`config.mk`:
```
export PLATFORM = sky130hd
export DESIGN_NAME = ddr5_phy_crc_gen
export DESIGN_NICKNAME = d
export VERILOG_FILES = /design/src/rtl/ddr5_phy_crc_pkg.sv /design/src/rtl/ddr5_phy_crc8_lane.sv /design/src/rtl/ddr5_phy_crc_gen.sv
export SDC_FILE = /design/constraint.sdc
export NUM_CORES = 1
export LEC_CHECK = 0
export BUFFER_PORTS_ARGS = -buffer_cell sky130_fd_sc_hd__buf_4
export CAP_MARGIN = 20
export CORE_UTILIZATION = 51
export DETAILED_ROUTE_END_ITERATION = 10
export HOLD_SLACK_MARGIN = 0.02
export PLACE_DENSITY_LB_ADDON = 0.2
export SLEW_MARGIN = 10
export SYNTH_ARGS = -nofsm -noshare
export SYNTH_HDL_FRONTEND = slang
export SYNTH_SLANG_ARGS = --single-unit
export TNS_END_PERCENT = 5
```
`constraint.sdc`:
```
create_clock -name clk_i -period 1.5 [get_ports clk_i]
set_input_delay 0.45 -clock clk_i [delete_from_list [all_inputs] [get_ports clk_i]]
set_output_delay 0.45 -clock clk_i [all_outputs]
set_load 0.02 [all_outputs]
```
`src/rtl/ddr5_phy_crc_pkg.sv`:
```
// Shared constants, FSM state type and the CRC-8 (x^8+x^2+x+1) byte-step function
// for the DDR5 write-CRC generator.
package ddr5_phy_crc_pkg;

  localparam int         CRC_W      = 8;
  localparam int         BEATS_BL16 = 8;
  localparam int         BEATS_BC8  = 4;
  localparam logic [7:0] PAD_BYTE   = 8'hFF;

  typedef enum logic {
    DATA = 1'b0,
    PAD  = 1'b1
  } crc_state_e;

  // One beat: eight serial CRC-8 shifts folded into a single XOR matrix.
  function automatic logic [CRC_W-1:0] crc8_step(input logic [CRC_W-1:0] state,
                                                 input logic [CRC_W-1:0] data_byte);
    logic [CRC_W-1:0] x;
    logic [CRC_W-1:0] o;
    x    = state ^ data_byte;
    o[0] = x[0] ^ x[6] ^ x[7];
    o[1] = x[0] ^ x[1] ^ x[6];
    o[2] = x[0] ^ x[1] ^ x[2] ^ x[6];
    o[3] = x[1] ^ x[2] ^ x[3] ^ x[7];
    o[4] = x[2] ^ x[3] ^ x[4];
    o[5] = x[3] ^ x[4] ^ x[5];
    o[6] = x[4] ^ x[5] ^ x[6];
    o[7] = x[5] ^ x[6] ^ x[7];
    return o;
  endfunction

endpackage

```
`src/rtl/ddr5_phy_crc8_lane.sv`:
```
// One nibble lane of the DDR5 write-CRC generator: lane CRC state register plus
// the per-beat step, seeded from CRC_INIT on the first beat of every burst.
module ddr5_phy_crc8_lane
  import ddr5_phy_crc_pkg::*;
#(
  parameter logic [7:0] CRC_INIT = 8'h00
) (
  input  logic       clk_i,
  input  logic       clr_i,
  input  logic       load_init,
  input  logic       step_en,
  input  logic       pad_sel,
  input  logic [7:0] data_i,
  output logic [7:0] crc_next_o
);

  logic [7:0] state_q;
  logic [7:0] state_d;
  logic [7:0] seed;
  logic [7:0] beat_byte;

  // Beat 0 ignores the stale state so bursts can run back to back.
  assign seed       = load_init ? CRC_INIT : state_q;
  assign beat_byte  = pad_sel ? PAD_BYTE : data_i;
  assign crc_next_o = crc8_step(seed, beat_byte);

  always_comb begin
    state_d = state_q;
    if (clr_i) begin
      state_d = '0;
    end else if (step_en) begin
      state_d = crc_next_o;
    end
  end

  always_ff @(posedge clk_i) begin
    state_q <= state_d;
  end

endmodule

```
`src/rtl/ddr5_phy_crc_gen.sv`:
```
// DDR5 write-CRC generator: one CRC-8 per nibble lane per BL16 / BC8 burst.
// Define DDR5_PHY_CRC_CHECK_EN to add crc_exp_i / crc_err_o for read-CRC checking.
module ddr5_phy_crc_gen
  import ddr5_phy_crc_pkg::*;
#(
  parameter int         NUM_LANES = 1,
  parameter logic [7:0] CRC_INIT  = 8'h00
) (
  input  logic                   clk_i,
  input  logic                   rst_n_i,
  input  logic                   clr_i,
  input  logic                   data_valid_i,
  input  logic                   bc8_i,
  input  logic [8*NUM_LANES-1:0] data_i,
  output logic                   ready_o,
  output logic                   crc_valid_o,
  output logic [8*NUM_LANES-1:0] crc_o
`ifdef DDR5_PHY_CRC_CHECK_EN
  ,
  input  logic [8*NUM_LANES-1:0] crc_exp_i,
  output logic [NUM_LANES-1:0]   crc_err_o
`endif
);

  localparam logic [2:0] LAST_BL16 = 3'(BEATS_BL16 - 1);
  localparam logic [2:0] LAST_BC8  = 3'(BEATS_BC8 - 1);
  localparam logic [2:0] LAST_PAD  = 3'(BEATS_BL16 - BEATS_BC8 - 1);

  if (!(NUM_LANES == 1 || NUM_LANES == 2 || NUM_LANES == 4)) begin : g_bad_lanes
    $error("ddr5_phy_crc_gen: NUM_LANES must be 1, 2 or 4");
  end

  crc_state_e             state_q,     state_d;
  logic [2:0]             beat_cnt_q,  beat_cnt_d;
  logic [2:0]             pad_cnt_q,   pad_cnt_d;
  logic                   bc8_q,       bc8_d;
  logic                   crc_valid_q, crc_valid_d;
  logic [8*NUM_LANES-1:0] crc_q,       crc_d;

  logic                   load_init;
  logic                   step_en;
  logic                   pad_sel;
  logic                   burst_done;
  logic [8*NUM_LANES-1:0] lane_next;

  for (genvar n = 0; n < NUM_LANES; n++) begin : g_lane
    ddr5_phy_crc8_lane #(
      .CRC_INIT (CRC_INIT)
    ) u_lane (
      .clk_i      (clk_i),
      .clr_i      (clr_i),
      .load_init  (load_init),
      .step_en    (step_en),
      .pad_sel    (pad_sel),
      .data_i     (data_i[8*n +: 8]),
      .crc_next_o (lane_next[8*n +: 8])
    );
  end

  always_comb begin
    state_d    = state_q;
    beat_cnt_d = beat_cnt_q;
    pad_cnt_d  = pad_cnt_q;
    bc8_d      = bc8_q;
    load_init  = 1'b0;
    step_en    = 1'b0;
    pad_sel    = 1'b0;
    burst_done = 1'b0;

    if (clr_i) begin
      state_d    = DATA;
      beat_cnt_d = '0;
      pad_cnt_d  = '0;
      bc8_d      = 1'b0;
    end else begin
      unique case (state_q)
        DATA: begin
          if (data_valid_i) begin
            step_en   = 1'b1;
            load_init = (beat_cnt_q == 3'd0);
            if (beat_cnt_q == 3'd0) begin
              bc8_d = bc8_i;
            end
            // bc8_q is stale only on beat 0, where neither end-of-burst test can match.
            if (!bc8_q && beat_cnt_q == LAST_BL16) begin
              beat_cnt_d = '0;
              burst_done = 1'b1;
            end else if (bc8_q && beat_cnt_q == LAST_BC8) begin
              beat_cnt_d = '0;
              pad_cnt_d  = '0;
              state_d    = PAD;
            end else begin
              beat_cnt_d = beat_cnt_q + 3'd1;
            end
          end
        end
        PAD: begin
          step_en = 1'b1;
          pad_sel = 1'b1;
          if (pad_cnt_q == LAST_PAD) begin
            pad_cnt_d  = '0;
            bc8_d      = 1'b0;
            state_d    = DATA;
            burst_done = 1'b1;
          end else begin
            pad_cnt_d = pad_cnt_q + 3'd1;
          end
        end
        default: state_d = DATA;
      endcase
    end
  end

  always_comb begin
    crc_valid_d = burst_done;
    crc_d       = burst_done ? lane_next : crc_q;
  end

  always_ff @(posedge clk_i or negedge rst_n_i) begin
    if (!rst_n_i) begin
      state_q     <= DATA;
      beat_cnt_q  <= '0;
      pad_cnt_q   <= '0;
      bc8_q       <= 1'b0;
      crc_valid_q <= 1'b0;
      crc_q       <= '0;
    end else begin
      state_q     <= state_d;
      beat_cnt_q  <= beat_cnt_d;
      pad_cnt_q   <= pad_cnt_d;
      bc8_q       <= bc8_d;
      crc_valid_q <= crc_valid_d;
      crc_q       <= crc_d;
    end
  end

  assign ready_o     = (state_q == DATA);
  assign crc_valid_o = crc_valid_q;
  assign crc_o       = crc_q;

`ifdef DDR5_PHY_CRC_CHECK_EN
  logic [NUM_LANES-1:0] crc_err_q, crc_err_d;

  // Expected CRC is sampled in the same cycle as the final lane update.
  always_comb begin
    crc_err_d = '0;
    for (int n = 0; n < NUM_LANES; n++) begin
      crc_err_d[n] = burst_done && (lane_next[8*n +: 8] != crc_exp_i[8*n +: 8]);
    end
  end

  always_ff @(posedge clk_i or negedge rst_n_i) begin
    if (!rst_n_i) begin
      crc_err_q <= '0;
    end else begin
      crc_err_q <= crc_err_d;
    end
  end

  assign crc_err_o = crc_err_q;
`else
  // Generation-only build: no expected-CRC input and no error flags.
`endif

endmodule
```
==> flow_metrics.py, run 1 <==
metrics = {
    "final_layout": {
        "syn_to_final_growth_pct": 39.1,
        "fillers": 195,
        "num-nets-final": 236,
        "multi_input_area_um2": 1140,
        "seqCellArea_um2": 586,
        "diodes": 0,
        "final_area_um2": 2260,
        "drive_gt1_share_pct": 47.0,
    },
    "drt": {
        "wl_mm": 3.68,
        "drc": 0,
        "wl_met1_mm": 1.61,
        "firstDrtPassIters": 4,
        "top_layer_used": "met4",
        "ant_nets": 0,
        "viasPerCell": 5.12,
        "wl_met2_mm": 1.90,
        "routedWlPerCell_um": 14.0,
        "drtIter0Drc": 38,
        "wl_met3_um": 121,
        "vias": 1347,
    },
    "power_and_ir_drop": {
        "internal-power_w": 0.00174,
        "power_frac_comb_pct": 57.9,
        "powerDensity_nw_per_um2": 1270,
        "peakVddDrop_mv": 0.685,
        "finalPower_w": 0.00288,
        "netSwitchingFraction_pct": 39.5,
        "p_sw_w": 0.00114,
        "p_leak_nw": 1.03,
        "clkPwrFrac_pct": 10.7,
        "seq_power_share_pct": 31.4,
    },
    "clock_network": {
        "clk_path_buf_depth": 2,
        "numCtsBuffers": 3,
        "cts.clk_slew.worst_paths_ns": 0.14,
        "htree_num_levels": 1,
        "clock-sinks": 25,
        "clkLatencyLatePin_ns": 0.32,
        "cts_root_buf": "clkbuf_4",
        "cts_tree": "done",
    },
    "synth": {
        "yosysWarningCount": 0,
        "synth_fa_ha_area_share_pct": 2.31,
        "seq_area_frac_synth_pct": 36.0,
        "synthCells": 163,
        "synth_area_um2": 1630,
        "async_flop_share_pct": 68.0,
        "synth_top_family_by_area": "XOR/XNOR gates",
        "muxShareOfSynthArea_pct": 5.61,
        "synth_top_area_cell": "dfrtp_1",
        "synthSimpleGateAreaFrac_pct": 20.1,
        "ys_types": 43,
        "synth-edff-count": 0,
        "synth_compound_area_share_pct": 11.7,
        "ys_ff_latch": 25,
        "synth.area.top_cells": "dfrtp_1 26%, xnor2_1 13%, dfxtp_1 9.8%, nand2_1 3.9%, xor2_1 3.8%",
        "avgSynthCellArea_um2": 9.99,
        "synth_fp_nets": 179,
        "synthXorXnorAreaFrac_pct": 21.4,
        "yosys.area.top_type_share_pct": 26.1,
        "synthFlopType": "dfrtp_1",
    },
    "timing": {
        "rsz0062_at_grt": "yes",
        "hold_viol": 0,
        "post-route-min-period_ns": 1.61,
        "setup_slack_ns": -0.107,
        "tightestPinTransition_ns": 0.361,
        "slew-limit-headroom_pct": 75.8,
        "fin_crit_sh_pct": 107,
        "max_freq_mhz": 622,
        "clock_skew_ns": 0.0108,
        "finalSetupViolations": 15,
        "maxSlewViolCount": 0,
    },
    "status": {
        "status": "complete, but fails checks",
        "failed_checks": "negative setup slack",
    },
    "die": {
        "core_area_um2": 3030,
        "die_area_um2": 3420,
        "die_h_um": 58.5,
        "start_util_pct": 53.8,
        "io_pins": 23,
        "rows": 20,
        "die_w_um": 58.5,
    },
    "setup_path": {
        "required_ns": 1.71,
        "crit_path_start_kind": "register",
        "critPathArrivalTime_ns": 1.82,
        "worst-path-max-fanout": 5,
        "rr_worst_depth": 6,
        "crit_path_end_kind": "register",
        "critical_path_class": "reg2reg",
    },
    "global_routing": {
        "grt_pass1_wl_mm": 5.65,
        "antenna_found_initial": 0,
        "grt_pass1_vias": 1356,
        "grt_max_degree": 18,
        "grt_usage_pct": 21.7,
        "grt.overflow.total": 0,
    },
    "job": {
        "drv_cap": 0,
    },
    "hold_path": {
        "hold_path.class": "in2reg",
        "holdPathStages": 2,
    },
    "place": {
        "portBuffers": 22,
        "routabilityCongestion": 0.834,
        "placed_area_um2": 2050,
        "dp_hpwl_mm": 2.69,
    },
}
## final timing paths
check | start | end | slack (ns)
max | state_q | crc_o[6] | -0.11
min | bc8_i | bc8_q | 0.36
max reg2reg | state_q | crc_o[6] | -0.11
min reg2reg | pad_cnt_q[2] | pad_cnt_q[2] | 0.50
max in group asynchronous | rst_n_i | crc_o[0] | 0.80
min in group asynchronous | rst_n_i | pad_cnt_q[1] | 0.50
## layout by cell type (no fill, tap or decap), types with 3 or more instances in the layout
cell       n
dfxtp_1    8
nand2_1   13
o21ai_1    3
a22o_1     4
nor2b_1    3
xnor2_2    5
mux2_4     4
xnor2_1   20
buf_6      4
nand2_2    5
xor2_1     7
buf_4     51
clkbuf_4   3
nor2_2     8
nor2_1    13
dfrtp_1   17
## Yosys cell counts (3+ instances only)
| library cell | count |
|---|---|
| dfrtp_1 | 17 |
| o31ai_1 | 3 |
| nand2_1 | 17 |
| mux2_4 | 4 |
| xor2_1 | 7 |
| nand2b_1 | 3 |
| a22o_1 | 4 |
| inv_1 | 3 |
| nor2_1 | 14 |
| nor2b_1 | 5 |
| nor2_2 | 8 |
| o21ai_0 | 3 |
| ha_1 | 3 |
| a21oi_1 | 3 |
| dfxtp_1 | 8 |
| xnor2_1 | 24 |
## per-stage QoR
step                      hold slack (ns)  setup WS [ns]  TNS, ns  util [%]  cells
after floorplan                     0.154        -0.0852   -0.453         -    163
after global placement              0.324         -0.194    -2.25      67.9    255
after detailed placement            0.332         -0.231    -2.81      67.9    255
after CTS                           0.364         -0.134    -1.45      70.1    262
after global routing                0.366         -0.178    -2.02      74.8    263
final                               0.363         -0.107   -0.837      74.8    263
## registers in the layout, summed over array words and instances, names as in the netlist
name and flops:
pad_cnt_q 3, crc_valid_o 1, crc_o 8, bc8_q 1
state_q 1, g_lane.u_lane.state_q 8, beat_cnt_q 3
## cells by family (layout without fill, tap and decap cells)
logic type | count (synthesis) | in the layout
simple gates | 61 | 61
compound gates | 24 | 24
xor+xnor | 35 | 35
mux | 7 | 7
flops | 25 | 25
fa+ha+maj | 3 | 3
buf+inv | 8 | 64
## metal layers
metal / vias up / GRT usage, %
met2: 36 / 39.4
met1: 644 / 26.4
met5: - / 0
met3: 6 / 3.08
met4: 0 / 6.80
li1: 661 / -
## final cells by class
class,count,share of cell area [%]
Multi-Input combinational cell,130,50.3
Sequential cell,25,25.9
Timing Repair Buffer,56,19.3
Tap cell,44,2.43
Clock buffer,4,1.16
Inverter,4,0.884
## power by group through the flow
stage | clock, W | combinational, W | sequential [W]
3_5_place_dp | 0 | 0.00139 | 0.000911
2_1_floorplan | 0 | 0.00111 | 0.000893
5_1_grt | 0.000339 | 0.00179 | 0.000914
4_1_cts | 0.000308 | 0.00142 | 0.000899
6_report | 0.000309 | 0.00166 | 0.000903
3_3_place_gp | 0 | 0.00135 | 0.000901
## worst max-delay path: stages (launching register included)
cell and delay, ns:
dfrtp_1 0.45, buf_4 0.16, nor2_4 0.10, nand2_2 0.08, o32a_4 0.34, clkinv_4 0.08, mux2_4 0.29
## timing repair
item                                   CTS  global route
buffers inserted                         2             1
pin swaps                                2             9
hold buffers                             1             0
endpoints found under the hold margin   17             0
gates cloned                             0             0
resized for setup                        7            28
setup endpoints to repair               21            22
Power figures use the tool's default switching activity.
==> run 2, diff against run 1 <==
--- a/config.mk
+++ b/config.mk
@@ -7,6 +7,7 @@
 export LEC_CHECK = 0
 export BUFFER_PORTS_ARGS = -buffer_cell sky130_fd_sc_hd__buf_4
 export CAP_MARGIN = 20
+export CORE_MARGIN = 10
 export CORE_UTILIZATION = 51
 export DETAILED_ROUTE_END_ITERATION = 10
 export HOLD_SLACK_MARGIN = 0.02
@@ -15,4 +16,3 @@
 export SYNTH_ARGS = -nofsm -noshare
 export SYNTH_HDL_FRONTEND = slang
 export SYNTH_SLANG_ARGS = --single-unit
-export TNS_END_PERCENT = 5
==> run 2 against run 1 <==
  * The flow still finishes with violations (negative setup slack)
  * Via count fell by 0.22%
  * Largest power group unchanged
  * Combinational power up 13%
  * Final area is 3.1% higher
  * Non-clock buffer count grew 1
  * Critical endpoint is now crc_o[0]
  * Worst hold slack worse by 0.016 ns
  * Routed wire length is 6.6% higher
  * Worst setup slack better by 0.0040 ns
  * Count of clock-buffer cells in the layout down 1
==> flow_metrics.py, run 2 (synthesized netlist as in run 1, its figures left out) <==
metrics = {
    "final_layout": {
        "fin_util_pct": 76.5,
        "num-nets-final": 238,
        "drive_gt1_share_pct": 50.2,
        "stdcell_count": 265,
        "syn_to_final_growth_pct": 43.5,
        "layout_commonest_cell": "buf_4",
        "fillers": 209,
        "diodes": 0,
        "final_cell_mix": "52 x buf_4, 19 x xnor2_1, 16 x dfrtp_1",
        "final_area_um2": 2340,
    },
    "clock_network": {
        "htree_num_levels": 1,
        "numCtsBuffers": 3,
        "clk_path_buf_depth": 2,
        "cts.clk_slew.worst_paths_ns": 0.15,
        "cts_root_buf": "clkbuf_4",
        "clock-sinks": 25,
        "cts_tree": "done",
        "clkLatencyLatePin_ns": 0.34,
    },
    "timing": {
        "tightestPinTransition_ns": 0.391,
        "clock_skew_ns": 0.00389,
        "setup_slack_ns": -0.103,
        "rsz0062_at_grt": "yes",
        "fin_crit_sh_pct": 107,
        "slew-limit-headroom_pct": 73.7,
        "hold_viol": 0,
        "post-route-min-period_ns": 1.60,
        "maxSlewViolCount": 0,
        "finalSetupViolations": 14,
        "max_freq_mhz": 624,
    },
    "die": {
        "rows": 20,
        "start_util_pct": 53.3,
        "die_h_um": 76.5,
        "io_pins": 23,
        "die_w_um": 76.5,
        "die_area_um2": 5850,
        "core_area_um2": 3050,
    },
    "setup_path": {
        "critical_path_class": "reg2reg",
        "crit_path_start_kind": "register",
        "rr_worst_depth": 7,
        "critPathArrivalTime_ns": 1.85,
        "crit_path_end_kind": "register",
        "cp_num_buf_inv": 1,
        "cp_top_family": "simple AND/OR/NAND/NOR gates",
        "crit_chain": "inv_2 -> ha_4 -> nor2b_4 -> and2_4 -> nor2_4 -> xnor2_2 -> mux2_4",
        "max_stage_delay_ns": 0.42,
        "r2r_setup_slack_ns": -0.10,
        "worst-path-max-fanout": 5,
        "timing.rr.end": "crc_o[0]",
        "required_ns": 1.74,
        "critPathSlowestCell": "dfrtp_1",
        "regToRegStartpoint": "beat_cnt_q[0]",
    },
    "hold_path": {
        "hold_path.class": "in2reg",
        "hold_path_end": "bc8_q",
        "holdPathStages": 2,
        "hp-start": "bc8_i",
    },
    "place": {
        "placed_cells": 257,
        "dp_worst_setup_slack_ns": -0.176,
        "portBuffers": 22,
        "dp_hpwl_mm": 3.01,
        "routabilityCongestion": 0.815,
        "placed_area_um2": 2090,
    },
    "global_routing": {
        "antenna_found_initial": 0,
        "met3_usage_pct": 1.77,
        "use_met1_pct": 16.8,
        "grt.overflow.total": 0,
        "top_usage_layer": "met2",
        "use_met2_pct": 23.4,
        "grt_usage_pct": 13.7,
        "grt_pass1_wl_mm": 6.74,
        "grt_pass1_vias": 1462,
        "grt_max_degree": 18,
    },
    "power_and_ir_drop": {
        "p_leak_nw": 1.05,
        "peakVddDrop_mv": 0.869,
        "powerDensity_nw_per_um2": 1320,
    },
    "drt": {
        "vias": 1344,
        "viasPerCell": 5.07,
        "wl_mm": 3.92,
        "firstDrtPassIters": 4,
        "routedWlPerCell_um": 14.8,
        "drtIter0Drc": 84,
        "drc": 0,
        "ant_nets": 0,
    },
    "job": {
        "drv_cap": 0,
    },
    "status": {
        "status": "complete, but fails checks",
        "failed_checks": "negative setup slack",
    },
}
-- run 2: changes by cell type in the layout (fill, tap and decap cells not counted), sizes merged --
cell	before	now
and2	2	3
buf	55	56
clkbuf	4	3
clkinvlp	0	1
-- run 2: stage by stage --
stage,setup TNS [ns],power (W),hold WS [ns]
floorplan,-0.341,0.00203,0.154
global placement,-1.60,0.00232,0.325
detailed placement,-2.00,0.00238,0.330
CTS,-0.448,0.00298,0.350
global route,-1.71,0.00329,0.343
finish,-0.795,0.00309,0.347
-- run 2: metal layers --
metal,vias up,part of all wire [%]
met1,644,45
met4,0,1.8
met3,7,2.7
met2,27,50
li1,666,-
met5,-,0
-- run 2: final cells by class --
type	instances	area [um^2]	share of cell area, %
Tap cell	44	55.1	2.36
Inverter	4	22.5	0.964
Timing Repair Buffer	57	445	19.1
Clock inverter	1	7.51	0.321
Clock buffer	3	22.5	0.964
Sequential cell	25	587	25.1
Multi-Input combinational cell	131	1200	51.2
-- run 2: power breakdown --
part | switching [W] | internal (W) | total, W
combinational | 0.000882 | 0.000987 | 0.00187
sequential | 0.000117 | 0.000775 | 0.000892
clock | 0.000231 | 0.000102 | 0.000334
-- run 2: how the worst max path moves through the flow --
stage / from / end / slack (ns) / depth (start not counted)
3_5_place_dp: data_i[6] / g_lane[0].u_lane.state_q[2] / -0.18 / 6
2_1_floorplan: clr_i / crc_o[0] / -0.09 / 6
5_1_grt: beat_cnt_q[0] / crc_o[0] / -0.16 / 7
3_3_place_gp: clr_i / crc_o[0] / -0.15 / 7
6_report: beat_cnt_q[0] / crc_o[0] / -0.10 / 7
4_1_cts: state_q / ready_o / -0.07 / 3
-- run 2: what timing repair did --
item | CTS | global route
endpoints found under the setup margin | 21 | 21
hold buffers | 1 | 0
gates resized for setup | 29 | 19
endpoints found under the hold margin | 17 | 0
buffers inserted | 3 | 0
cloned | 1 | 0
pin swaps | 16 | 18
==> run 3, diff against run 2 <==
--- a/config.mk
+++ b/config.mk
@@ -5,8 +5,7 @@
 export SDC_FILE = /design/constraint.sdc
 export NUM_CORES = 1
 export LEC_CHECK = 0
-export BUFFER_PORTS_ARGS = -buffer_cell sky130_fd_sc_hd__buf_4
-export CAP_MARGIN = 20
+export BUFFER_PORTS_ARGS = -buffer_cell sky130_fd_sc_hd__buf_2
 export CORE_MARGIN = 10
 export CORE_UTILIZATION = 51
 export DETAILED_ROUTE_END_ITERATION = 10
==> run 3 against run 2 <==
  * The flow still finishes with violations (negative setup slack)
  * Register-to-register slack about the same
  * Cell count unchanged
  * Critical path depth up 1
==> flow_metrics.py, run 3 (synthesized netlist as in run 1, its figures left out) <==
metrics = {
    "status": {
        "status": "complete, but fails checks",
        "failed_checks": "negative setup slack",
    },
    "power_and_ir_drop": {
        "clkPwrFrac_pct": 9.8,
        "powerDensity_nw_per_um2": 1390,
        "p_leak_nw": 1.05,
        "power_frac_comb_pct": 61.9,
        "p_sw_w": 0.00126,
        "peakVddDrop_mv": 0.971,
        "seq_power_share_pct": 28.3,
        "netSwitchingFraction_pct": 39.9,
        "internal-power_w": 0.00190,
    },
    "setup_path": {
        "cp.depth": 8,
        "crit_path_end_kind": "register",
        "critPathArrivalTime_ns": 1.84,
        "crit_path_start_kind": "register",
        "max_stage_delay_ns": 0.42,
        "regToRegStartpoint": "beat_cnt_q[1]",
        "required_ns": 1.73,
        "timing.rr.end": "crc_o[3]",
        "cp_top_family": "flip-flops",
        "critPathSlowestCell": "dfrtp_1",
        "crit_chain": "inv_2 -> ha_4 -> nor2b_4 -> and2_4 -> buf_8 -> nor2_2 -> xnor2_2 -> mux2_4",
        "rr_worst_depth": 8,
        "cp_num_buf_inv": 2,
        "worst-path-max-fanout": 6,
        "critical_path_class": "reg2reg",
        "r2r_setup_slack_ns": -0.11,
    },
    "timing": {
        "clock_skew_ns": 0.00413,
        "maxSlewViolCount": 0,
        "rsz0062_at_grt": "yes",
        "finalSetupViolations": 16,
        "tightestPinTransition_ns": 0.393,
        "hold_viol": 0,
        "max_freq_mhz": 620,
        "setup_slack_ns": -0.114,
        "slew-limit-headroom_pct": 73.6,
        "post-route-min-period_ns": 1.61,
        "fin_crit_sh_pct": 108,
    },
    "place": {
        "portBuffers": 22,
        "placed_area_um2": 2020,
        "dp_hpwl_mm": 2.98,
        "dp_worst_setup_slack_ns": -0.197,
        "routabilityCongestion": 0.872,
    },
    "clock_network": {
        "cts_hold_buf": 0,
        "clock-sinks": 25,
        "cts_root_buf": "clkbuf_4",
        "clkLatencyLatePin_ns": 0.32,
        "cts.clk_slew.worst_paths_ns": 0.14,
        "clk_path_buf_depth": 2,
        "htree_num_levels": 1,
        "cts_tree": "done",
        "numCtsBuffers": 3,
    },
    "die": {
        "rows": 20,
        "die_area_um2": 5850,
        "die_w_um": 76.5,
        "start_util_pct": 53.3,
        "die_h_um": 76.5,
        "io_pins": 23,
        "core_area_um2": 3050,
    },
    "job": {
        "drv_cap": 0,
    },
    "global_routing": {
        "grt_max_degree": 18,
        "grt.overflow.total": 0,
        "grt_pass1_wl_mm": 6.24,
        "antenna_found_initial": 0,
        "grt_pass1_vias": 1379,
        "grt_usage_pct": 12.6,
    },
    "drt": {
        "firstDrtPassIters": 4,
        "vias": 1361,
        "ant_nets": 0,
        "routedWlPerCell_um": 14.4,
        "drc": 0,
        "viasPerCell": 5.14,
        "drtIter0Drc": 36,
        "wl_mm": 3.82,
    },
    "final_layout": {
        "layout_commonest_cell": "buf_4",
        "final_cell_mix": "34 x buf_4, 21 x buf_2, 18 x xnor2_1",
        "diodes": 0,
        "drive_gt1_share_pct": 50.7,
        "num-nets-final": 238,
        "syn_to_final_growth_pct": 39.6,
        "final_area_um2": 2270,
    },
    "hold_path": {
        "hold_path.class": "in2async",
    },
}
-- run 3: what timing repair did --
action,in CTS,in global routing
endpoints found under the setup margin,19,20
setup buffers,2,3
pin swaps,13,7
gates resized for setup,28,18
-- run 3: worst max-delay path by stage --
stage,to,start,slack (ns)
2_1_floorplan,crc_o[0],clr_i,-0.09
3_3_place_gp,crc_o[6],clr_i,-0.17
3_5_place_dp,crc_o[6],clr_i,-0.20
4_1_cts,crc_o[3],beat_cnt_q[0],-0.10
5_1_grt,crc_o[0],beat_cnt_q[1],-0.16
6_report,crc_o[3],beat_cnt_q[1],-0.11
-- run 3: final cells by class --
class                   count  area (um^2)
inverters                   4         20.0
flip-flops and latches     25          588
clock inverters             1         5.00
multi-input cells         130         1180
clock buffers               3         22.5
repair buffers             58          398
fillers                   231          781
well taps                  44         55.1
-- run 3: per-layer routing --
layer	track usage, %	up-vias	wire length (um)
li1	-	665	-
met1	14.9	663	1740
met2	23.0	29	1920
met3	1.77	4	115
met4	3.35	0	42
met5	0	-	0
-- run 3: power by group through the flow --
| stage | sequential [W] | clock (W) | combinational (W) |
|---|---|---|---|
| after floorplan | 0.000893 | 0 | 0.00113 |
| after global placement | 0.000893 | 0 | 0.00141 |
| after detailed placement | 0.000900 | 0 | 0.00145 |
| after CTS | 0.000887 | 0.000314 | 0.00174 |
| after global routing | 0.000913 | 0.000347 | 0.00210 |
| final | 0.000896 | 0.000311 | 0.00196 |
-- run 3: through the flow --
stage / power (W) / utilization [%] / TNS (ns) / cells / hold slack (ns)
global placement: 0.00230 / 66.1 / -2.04 / 256 / 0.382
floorplan: 0.00203 / - / -0.341 / 163 / 0.154
global route: 0.00336 / 74.4 / -2.07 / 265 / 0.0292
CTS: 0.00294 / 71.1 / -0.626 / 262 / 0.0257
finish: 0.00316 / 74.4 / -1.05 / 265 / 0.0176
detailed placement: 0.00235 / 66.1 / -2.32 / 256 / 0.389
